File: src/rtl/pipelined_cla_adder_pkg.sv
// -----------------------------------------------------------------------------
// pipelined_cla_pkg
//   Shared definitions for the pipelined carry-lookahead adder/subtractor:
//   default geometry, operation encoding, per-stage control word and
//   elaboration-time configuration helpers.
// -----------------------------------------------------------------------------
package pipelined_cla_pkg;

  localparam int unsigned DEF_WIDTH  = 32;
  localparam int unsigned DEF_GROUP  = 4;
  localparam int unsigned DEF_STAGES = 2;

  localparam logic OP_ADD = 1'b0;
  localparam logic OP_SUB = 1'b1;

  // Control word travelling down the pipe alongside each beat.
  typedef struct packed {
    logic valid;
    logic sub;
    logic sat;
    logic carry;
  } stage_ctl_t;

  function automatic int unsigned clog2(input int unsigned v);
    int unsigned r;
    r = 0;
    while ((32'd1 << r) < v) r++;
    return r;
  endfunction

  // Geometry must divide evenly: WIDTH into STAGES slices, each slice into
  // whole GROUP-bit lookahead groups.
  function automatic logic cfg_ok(input int unsigned w, input int unsigned g,
                                  input int unsigned s);
    if (s == 0 || g == 0 || w == 0) return 1'b0;
    if ((w % s) != 0)               return 1'b0;
    if (((w / s) % g) != 0)         return 1'b0;
    return (s <= (w / g));
  endfunction

endpackage

File: src/rtl/pipelined_cla_adder_cla_group.sv
// -----------------------------------------------------------------------------
// cla_group
//   GROUP-bit combinational carry-lookahead block.
//   Ports:
//     x, y  [GROUP]  operand bits (y already inverted for subtraction)
//     ci             carry into the group
//     s     [GROUP]  sum bits
//     g, p           group generate / propagate (independent of ci)
//     co             carry out of the group
// -----------------------------------------------------------------------------
module cla_group #(
  parameter int unsigned GROUP = 4
) (
  input  logic [GROUP-1:0] x,
  input  logic [GROUP-1:0] y,
  input  logic             ci,
  output logic [GROUP-1:0] s,
  output logic             g,
  output logic             p,
  output logic             co
);

  logic [GROUP-1:0] w_bg;
  logic [GROUP-1:0] w_bp;
  logic [GROUP:0]   w_c;

  assign w_bg = x & y;
  assign w_bp = x ^ y;

  // Group G/P kept in a block that never reads ci, so the slice-level carry
  // chain built from g/p has no combinational path back through ci.
  always_comb begin
    g = 1'b0;
    for (int unsigned i = 0; i < GROUP; i++) g = w_bg[i] | (w_bp[i] & g);
  end

  assign p = &w_bp;

  // Each carry is the flat sum-of-products over all lower bits plus ci.
  always_comb begin
    logic v_term;
    logic v_prop;
    v_term = 1'b0;
    v_prop = 1'b1;
    w_c    = '0;
    w_c[0] = ci;
    for (int unsigned i = 0; i < GROUP; i++) begin
      v_term = 1'b0;
      v_prop = 1'b1;
      for (int unsigned j = i + 1; j > 0; j--) begin
        v_term = v_term | (w_bg[j-1] & v_prop);
        v_prop = v_prop & w_bp[j-1];
      end
      w_c[i+1] = v_term | (v_prop & ci);
    end
  end

  assign s  = w_bp ^ w_c[GROUP-1:0];
  assign co = w_c[GROUP];

endmodule

File: src/rtl/pipelined_cla_adder.sv
// -----------------------------------------------------------------------------
// pipelined_cla_adder
//   Skewed-pipeline carry-lookahead adder/subtractor. The operands are cut
//   into STAGES slices of WIDTH/STAGES bits; slice k is summed in stage k
//   from GROUP-bit lookahead groups, and its carry-out is registered into
//   stage k+1. Latency is STAGES cycles, throughput one beat per cycle.
//   Optional saturation: define PIPELINED_CLA_SAT_EN to add the sat input.
//   Ports:
//     clk, rst              clock, asynchronous active-high reset
//     in_valid / in_ready   operand handshake (in_ready = pipe may advance)
//     a, b, cin, sub        operands; sub=1 computes a-b (cin ignored)
//     sat                   (PIPELINED_CLA_SAT_EN only) clamp on overflow
//     out_valid / out_ready result handshake with backpressure
//     sum, cout, ovf        result, carry-out, signed overflow
// -----------------------------------------------------------------------------
module pipelined_cla_adder
  import pipelined_cla_pkg::*;
#(
  parameter int unsigned WIDTH  = DEF_WIDTH,
  parameter int unsigned GROUP  = DEF_GROUP,
  parameter int unsigned STAGES = DEF_STAGES
) (
  input  logic             clk,
  input  logic             rst,
  input  logic             in_valid,
  output logic             in_ready,
  input  logic [WIDTH-1:0] a,
  input  logic [WIDTH-1:0] b,
  input  logic             cin,
  input  logic             sub,
`ifdef PIPELINED_CLA_SAT_EN
  input  logic             sat,
`endif
  output logic             out_valid,
  input  logic             out_ready,
  output logic [WIDTH-1:0] sum,
  output logic             cout,
  output logic             ovf
);

  if (!cfg_ok(WIDTH, GROUP, STAGES)) begin : g_cfg_err
    $error("pipelined_cla_adder: illegal WIDTH/GROUP/STAGES combination");
  end

  localparam int unsigned SW = WIDTH / STAGES;
  localparam int unsigned NG = SW / GROUP;

  logic             r_out_valid;
  logic [WIDTH-1:0] r_sum;
  logic             r_cout;
  logic             r_ovf;
  logic             w_en;
  logic             w_sat_in;

`ifdef PIPELINED_CLA_SAT_EN
  assign w_sat_in = sat;
`else
  assign w_sat_in = 1'b0;
`endif

  // Whole pipe advances in lockstep; a stalled output freezes every stage.
  assign w_en     = !r_out_valid || out_ready;
  assign in_ready = w_en;

  for (genvar k = 0; k < STAGES; k++) begin : g_stage
    localparam int unsigned REM  = WIDTH - k * SW;  // operand bits still to sum
    localparam int unsigned DONE = k * SW;          // sum bits already complete

    logic [REM-1:0]       w_x;
    logic [REM-1:0]       w_y;
    stage_ctl_t           w_ctl;
    logic [SW-1:0]        w_s;
    logic [NG:0]          w_c;
    logic [NG-1:0]        w_g;
    logic [NG-1:0]        w_p;
    logic [NG-1:0]        w_co_unused;  // same value as w_c[j+1]
    logic [DONE+SW-1:0]   w_ps_n;

    if (k == 0) begin : g_src
      assign w_x    = a;
      assign w_y    = (sub == OP_SUB) ? ~b : b;
      assign w_ctl  = '{valid: in_valid, sub: sub, sat: w_sat_in,
                        carry: (sub == OP_SUB) ? 1'b1 : cin};
      assign w_ps_n = w_s;
    end else begin : g_src
      assign w_x    = g_stage[k-1].g_reg.r_a;
      assign w_y    = g_stage[k-1].g_reg.r_b;
      assign w_ctl  = g_stage[k-1].g_reg.r_ctl;
      assign w_ps_n = {w_s, g_stage[k-1].g_reg.r_ps};
    end

    for (genvar j = 0; j < NG; j++) begin : g_grp
      cla_group #(.GROUP(GROUP)) u_grp (
        .x  (w_x[j*GROUP +: GROUP]),
        .y  (w_y[j*GROUP +: GROUP]),
        .ci (w_c[j]),
        .s  (w_s[j*GROUP +: GROUP]),
        .g  (w_g[j]),
        .p  (w_p[j]),
        .co (w_co_unused[j])
      );
    end

    // Group carries ripple group-to-group inside the slice.
    always_comb begin
      w_c    = '0;
      w_c[0] = w_ctl.carry;
      for (int unsigned j = 0; j < NG; j++) w_c[j+1] = w_g[j] | (w_p[j] & w_c[j]);
    end

    if (k < STAGES - 1) begin : g_reg
      stage_ctl_t         r_ctl;
      logic [REM-SW-1:0]  r_a;
      logic [REM-SW-1:0]  r_b;
      logic [DONE+SW-1:0] r_ps;

      always_ff @(posedge clk or posedge rst) begin
        if (rst) begin
          r_ctl <= '0;
          r_a   <= '0;
          r_b   <= '0;
          r_ps  <= '0;
        end else if (w_en) begin
          r_ctl <= '{valid: w_ctl.valid, sub: w_ctl.sub, sat: w_ctl.sat, carry: w_c[NG]};
          r_a   <= w_x[REM-1:SW];
          r_b   <= w_y[REM-1:SW];
          r_ps  <= w_ps_n;
        end
      end
    end else begin : g_last
      logic             w_c_msb;
      logic             w_ovf_n;
      logic [WIDTH-1:0] w_sum_n;
      logic             w_unused_ctl;

      // Carry into the MSB recovered from the MSB sum bit.
      assign w_c_msb = w_x[SW-1] ^ w_y[SW-1] ^ w_s[SW-1];
      assign w_ovf_n = w_c_msb ^ w_c[NG];

`ifdef PIPELINED_CLA_SAT_EN
      // Wrapped MSB set means the true result overflowed positive.
      always_comb begin
        w_sum_n = w_ps_n;
        if (w_ctl.sat && w_ovf_n)
          w_sum_n = w_ps_n[WIDTH-1] ? {1'b0, {(WIDTH-1){1'b1}}}
                                    : {1'b1, {(WIDTH-1){1'b0}}};
      end
      assign w_unused_ctl = w_ctl.sub;
`else
      assign w_sum_n      = w_ps_n;
      assign w_unused_ctl = w_ctl.sub ^ w_ctl.sat;
`endif

      always_ff @(posedge clk or posedge rst) begin
        if (rst) begin
          r_out_valid <= 1'b0;
          r_sum       <= '0;
          r_cout      <= 1'b0;
          r_ovf       <= 1'b0;
        end else if (w_en) begin
          r_out_valid <= w_ctl.valid;
          r_sum       <= w_sum_n;
          r_cout      <= w_c[NG];
          r_ovf       <= w_ovf_n;
        end
      end
    end
  end

  assign out_valid = r_out_valid;
  assign sum       = r_sum;
  assign cout      = r_cout;
  assign ovf       = r_ovf;

endmodule
File: config.mk
export PLATFORM = sky130hd
export DESIGN_NAME = pipelined_cla_adder
export DESIGN_NICKNAME = d
export VERILOG_FILES = /design/src/rtl/pipelined_cla_adder_pkg.sv /design/src/rtl/pipelined_cla_adder_cla_group.sv /design/src/rtl/pipelined_cla_adder.sv
export SDC_FILE = /design/constraint.sdc
export NUM_CORES = 1
export LEC_CHECK = 0
export CAP_MARGIN = 20
export CORE_MARGIN = 1
export CORE_UTILIZATION = 35
export CTS_BUF_LIST = sky130_fd_sc_hd__clkbuf_16
export DETAILED_ROUTE_END_ITERATION = 12
export GPL_ROUTABILITY_DRIVEN = 1
export SLEW_MARGIN = 20
export SYNTH_ARGS = -nofsm -noshare
export SYNTH_HDL_FRONTEND = slang
export SYNTH_SLANG_ARGS = --single-unit
File: constraint.sdc
create_clock -name clk -period 2.8 [get_ports clk]
set_clock_uncertainty 0.05 [all_clocks]
set_input_delay 0.28 -clock clk [delete_from_list [all_inputs] [get_ports clk]]
set_output_delay 0.28 -clock clk [all_outputs]
set_load 0.005 [all_outputs]
==> metrics.txt, run 1 <==
Tot Pwr 0.00449 W; synthesized area per cell 9.25 um2; CP max stage cell fa_1; hold_buf cts 0; crit-path max FO 5; First-pass DRT Iterations 4; startpoint class of the critical path register; post_cts resized 0; GRT Total Usage approximately 16%; worst path bufs/invs 0; initial core utilization 36.3%; Yosys reg bits 85; Setup-failing EPs final 0; power per standard cell area 727 nW/um2; Tcrit/Tclk final 92.9%; leakage power 2.83 nW; status finished clean; Hold Crit Class in -> async; Tmin final roughly 2.6 ns; Top Ports 106; Clk pin slew, worst setup/hold paths 0.06 ns; Post-Syn Instances 501; area delta synth->final 33.4%; initial antenna violation count 0; most frequent cells in the layout 143 x nand2_1, 104 x clkdlybuf4s50_1, 85 x dfrtp_1, 32 x a21oi_1, 32 x ha_1; cts bufs inserted 9; GPL Wtd Cong between 0.8 and 0.9; reg-to-reg startpoint g_stage[0].g_reg.r_a[0]; die area 13,700 um2; vias in the first global route 3,550; relative slew slack 44.7%; number of vias per cell 4.70; dpl ws -0.0939 ns; max incr delay on CP around 0.40 ns; Via Count roughly 3.7k; delay-heaviest family, CP compound AO/OA/AOI/OAI gates; initial DRC count 223; number of routed nets with antenna violations 0; row count 41; most used cell, CP o21a_1; Die H 117 um; Hold Vio Cnt, Final 0; Seq/Total Area, Yosys 45.9%; maximum vdd drop 0.281 mV; total grt overflow 0; post-synthesis cell type count 40; Critical Path AT 2.73 ns; placeable core area 12,800 um2; post-synthesis cell area around 4600 um2; ratio of cells with drive above 1 in the final layout 5.26%; Max-cap violations 0; clk root buf clkbuf_16; YS warnings 0; first-pass GRT wire length 16,600 um; CP required 2.93 ns; number of synthesized flops with an enable pin 0; Final WS setup 0.200 ns; CP endpoint kind register; IO buf count 105; Least-Margin Pin Slew about 0.83 ns; drt drc 0; clk sink count 85; fin util 48.4%; DPL Wire Length around 7700 um; Max Buffers Root-to-Sink 2; clk_lat worst skew 0.33 ns; Setup CP Type reg -> reg; ant diodes 0; Slew Limit Fails 0; critical-path cell list ha_1 -> a211oi_2 -> nor2_2 -> o21a_1 -> o21a_1 -> o21ai_1 -> nand2b_1 -> fa_1 -> xnor2_1 -> o21ai_0; Syn Nets 611; RSZ-0062 raised after global routing false; Fmax achieved slightly below 400 MHz; Die W 117 um; post-synthesis async set-or-reset flop share 100%; CTS tree built; commonest non-fill, non-tap cell in the layout nand2_1; Most used DFF post-synth dfrtp_1; Final nets 715; Post-CTS Setup Inserts 0; Post-Route WL 10,200 um; detail-routed net length per standard cell 13.1 um; CP Launch Point g_stage[0].g_reg.r_a[0]; htree depth 3; largest net degree at the start of global routing 90
==> where the power goes <==
| part | leakage [nW] | internal (W) | switching (W) |
|---|---|---|---|
| Combinational | 1.69 | 0.000877 | 0.000715 |
| Sequential | 1.00 | 0.00158 | 0.000212 |
| Clock | 0.135 | 0.000668 | 0.000439 |
| Total | 2.83 | 0.00313 | 0.00137 |
==> cell usage after synthesis (2+ instances only) <==
cell,instances,area [um2]
clkbuf_1,16,60.1
a21oi_1,32,160
nor2_1,30,113
a31oi_1,2,12.5
a211oi_1,3,22.5
ha_1,32,400
a21o_1,4,30.0
o211ai_2,2,25.0
o31ai_1,4,30.0
o21a_1,4,30.0
nand2_1,143,537
and4_1,2,17.5
o21ai_1,16,80.1
o21ai_0,12,60.1
xor2_1,27,236
buf_2,3,15.0
inv_1,12,45.0
nand3_1,6,30.0
fa_1,8,160
nand2b_1,5,31.3
nor3_1,2,10.0
dfrtp_1,85,2130
xnor2_1,24,210
nand4_1,3,18.8
and3_1,4,25.0
or2_1,2,12.5
or3_1,3,18.8
buf_1,3,11.3
==> final timing paths <==
path	endpoint	slack (ns)	depth (start not counted)
worst max-delay path	sum[25]	0.20	10
worst min-delay path	g_stage[0].g_reg.r_ps[10]	0.17	2
worst max register to register	sum[25]	0.20	10
worst min register to register	g_stage[0].g_reg.r_ctl[3]	0.41	2
max in group asynchronous	out_valid	1.94	3
min in group clk	g_stage[0].g_reg.r_ctl[3]	0.41	2
==> sequential cells by signal (all words and copies together) (netlist names) <==
register	count
sum	32
out_valid	1
g_stage.g_reg.r_ctl	2
g_stage.g_reg.r_b	16
g_stage.g_reg.r_a	16
cout	1
g_stage.g_reg.r_ps	16
ovf	1
==> stage by stage <==
step	instances	area (um2)	hold WS, ns	setup TNS [ns]
floorplan	501	4630	0.342	0
global placement	766	5900	0.397	-0.00873
detailed placement	766	5900	0.401	-0.0984
CTS	780	6170	0.177	0
global route	780	6180	0.203	0
finish	780	6180	0.165	0
==> area by class of cell <==
type	instances	area, um2
Clock buffer	9	225
Sequential cell	85	2130
Clock inverter	5	45.0
Timing Repair Buffer	115	1130
Tap cell	172	215
Fill cell	1240	6590
Inverter	13	50.0
Multi-Input combinational cell	381	2380
==> per-layer routing <==
| layer | vias to the layer above | global-route usage [%] | wire length [um] |
|---|---|---|---|
| li1 | 1853 | - | - |
| met1 | 1726 | 20.1 | 4480 |
| met2 | 74 | 27.0 | 5260 |
| met3 | 15 | 2.37 | 277 |
| met4 | 0 | 7.17 | 212 |
| met5 | - | 0 | 0 |
==> worst register-to-register path: cells and delay by family (launching register included) <==
| kind | cells | cell delay [ns] |
|---|---|---|
| AND/OR/NAND/NOR | 2 | 0.22 |
| XOR/XNOR | 1 | 0.19 |
| flip-flops | 1 | 0.38 |
| adder cells (fa/ha/maj) | 2 | 0.72 |
| AO/OA/AOI/OAI | 5 | 0.90 |
==> logic make-up after synthesis <==
logic type	after synthesis	synth area share (%)
compound gates	86	11.3
buf+inv	35	2.92
fa+ha+maj	40	12.1
xor+xnor	51	9.64
flops	85	45.9
simple gates	204	18.1
No activity file was read; power rests on OpenSTA's default activity.
==> run 2: changes to the inputs <==
CORE_UTILIZATION = 45   (was 35)
MAX_ROUTING_LAYER = met4   (was unset)
PLACE_DENSITY = 0.73   (was unset)
==> metrics.txt, run 2 (synthesis results as in run 1) <==
status finished clean; commonest non-fill, non-tap cell in the layout nand2_1; Hold Crit Class in -> async; DPL Wire Length 7550 um (-1.6%); reg-to-reg startpoint g_stage[0].g_reg.r_a[9]; number of vias per cell 4.93 (+4.9%); Die W 103 um (-12%); Final WS setup 0.144 ns (-0.0563 ns); row count 36 (-12%); vias in the first global route 3,645 (+2.7%); die area 10,700 um2 (-22%); power per standard cell area 748 nW/um2 (+2.9%); most frequent cells in the layout 143 x nand2_1, 104 x clkdlybuf4s50_1, 85 x dfrtp_1, 32 x a21oi_1, 32 x ha_1; relative slew slack 59.1% (+14 points); Least-Margin Pin Slew 0.613 ns (-0.217 ns); max reg flops 32 (unchanged); maximum vdd drop 0.368 mV (+31%); Hold Vio Cnt, Final 0 (unchanged); Final nets 717 (+0.28%); startpoint class of the critical path input pin; Fmax achieved 376 MHz (-2.1%); first-pass GRT wire length 16,700 um (+0.46%); FILL cells 875 (-29%); area delta synth->final 34.0%; clk sink count 85 (unchanged); internal reg-to-reg setup slack 0.19 ns (about the same); hold_buf cts 0 (unchanged); CTS tree built; IO buf count 105 (unchanged); total grt overflow 0 (unchanged); Setup-failing EPs final 0 (unchanged); Post-DP Area 5880 um2 (-0.36%); drt drc 0 (unchanged); Top Ports 106 (unchanged); initial core utilization 47.0% (+11 points); fin util 62.9% (+15 points); leakage power 2.86 nW (+1.3%); Tmin final 2.66 ns (+0.0563 ns); R2R cell count 10 (unchanged); dpl ws -0.154 ns (-0.0598 ns); Setup CP Type in -> reg; Tcrit/Tclk final 94.9% (+2.0 points); ant diodes 0 (unchanged); Setup TNS 0 ns (unchanged); Post-Route WL 10,000 um (-1.8%); initial antenna violation count 0 (unchanged); Slew Limit Fails 0 (unchanged); First-pass DRT Iterations 6 (+2); clk root buf clkbuf_16; Max-cap violations 0 (unchanged); largest net degree at the start of global routing 81 (-10%); Max Buffers Root-to-Sink 2 (unchanged); RSZ-0062 raised after global routing false; Worst Hold Slack 0.225 ns (+0.0600 ns); Via Count 3,674 (+0.16%); crit-path max FO 3 (-2); GPL Wtd Cong 0.919 (+15%); Die H 103 um (-12%); CP endpoint kind register; worst reg2reg endpoint sum[29]; post_cts resized 0 (unchanged); GRT Total Usage 21.3% (+5.4 points); initial DRC count 98 (-56%); Critical Path AT 2.85 ns (+0.12 ns); Post-CTS Setup Inserts 0 (unchanged); htree depth 3 (unchanged); clk_lat worst skew 0.33 ns (about the same); cts bufs inserted 9 (unchanged); CP required 3.00 ns (+0.07 ns); Clk pin slew, worst setup/hold paths 0.06 ns (about the same); detail-routed net length per standard cell 13.5 um (+2.8%); number of routed nets with antenna violations 0 (unchanged); final instance area 6210 um2 (+0.47%); placeable core area 9860 um2 (-23%); ratio of cells with drive above 1 in the final layout 6.21% (+0.95 points)
-- run 2: cell types whose count changed in the layout (fill, tap and decap cells not counted), sizes merged --
cell	before	now
bufinv	1	2
buf	11	13
clkinv	4	5
-- run 2: how the worst max path moves through the flow --
stage | from | endpoint | slack (ns)
6_report | b[1] | g_stage[0].g_reg.r_ps[8] | 0.14
3_3_place_gp | b[1] | g_stage[0].g_reg.r_ps[8] | 0.001
3_5_place_dp | b[1] | g_stage[0].g_reg.r_ps[8] | -0.15
4_1_cts | g_stage[0].g_reg.r_a[0] | sum[29] | 0.11
5_1_grt | g_stage[0].g_reg.r_a[0] | sum[25] | 0.006
2_1_floorplan | sub | g_stage[0].g_reg.r_ps[8] | 0.11
-- run 2: through the flow --
step / power (W) / std cells
2_1_floorplan: 0.00265 / 501
3_3_place_gp: 0.00337 / 729
3_5_place_dp: 0.00343 / 729
4_1_cts: 0.00470 / 745
5_1_grt: 0.00497 / 745
6_report: 0.00464 / 745
-- run 2: power by group --
part | internal (W) | leakage [nW] | switching, W | total (W)
Clock | 0.000777 | 0.161 | 0.000467 | 0.00124
Combinational | 0.000883 | 1.70 | 0.000730 | 0.00161
Sequential | 0.00158 | 1.00 | 0.000207 | 0.00179
-- run 2: critical path, cell delays in order --
cell	delay, ns
clkdlybuf4s50_1	0.47
xor2_1	0.21
ha_1	0.31
a21oi_1	0.23
a21oi_1	0.12
or2_1	0.25
a21o_1	0.19
a21oi_1	0.20
fa_1	0.44
a21oi_1	0.14
-- run 2: layout make-up --
class | count | area (um2) | area share (%)
clock buffer | 9 | 225 | 3.63
clock inverter | 7 | 91.3 | 1.47
inverter | 13 | 50.0 | 0.806
multi-input combinational | 381 | 2390 | 38.5
sequential | 85 | 2130 | 34.3
tap | 133 | 166 | 2.68
timing repair buffer | 117 | 1160 | 18.7
-- run 2: per-layer routing --
metal / global-route usage (%) / vias up / share of wire [%]
met5: - / - / 0
met4: 7.04 / 0 / 1.3
met3: 3.02 / 10 / 2.1
met2: 36.9 / 64 / 53
met1: 25.5 / 1737 / 44
li1: - / 1863 / -
==> run 3: changes to the inputs <==
CTS_CLUSTER_DIAMETER = 200   (was unset)
SLEW_MARGIN = 5   (was 20)
==> results of run 3 <==
Same layout as run 2: the final DEF is identical, and so are final timing and power.
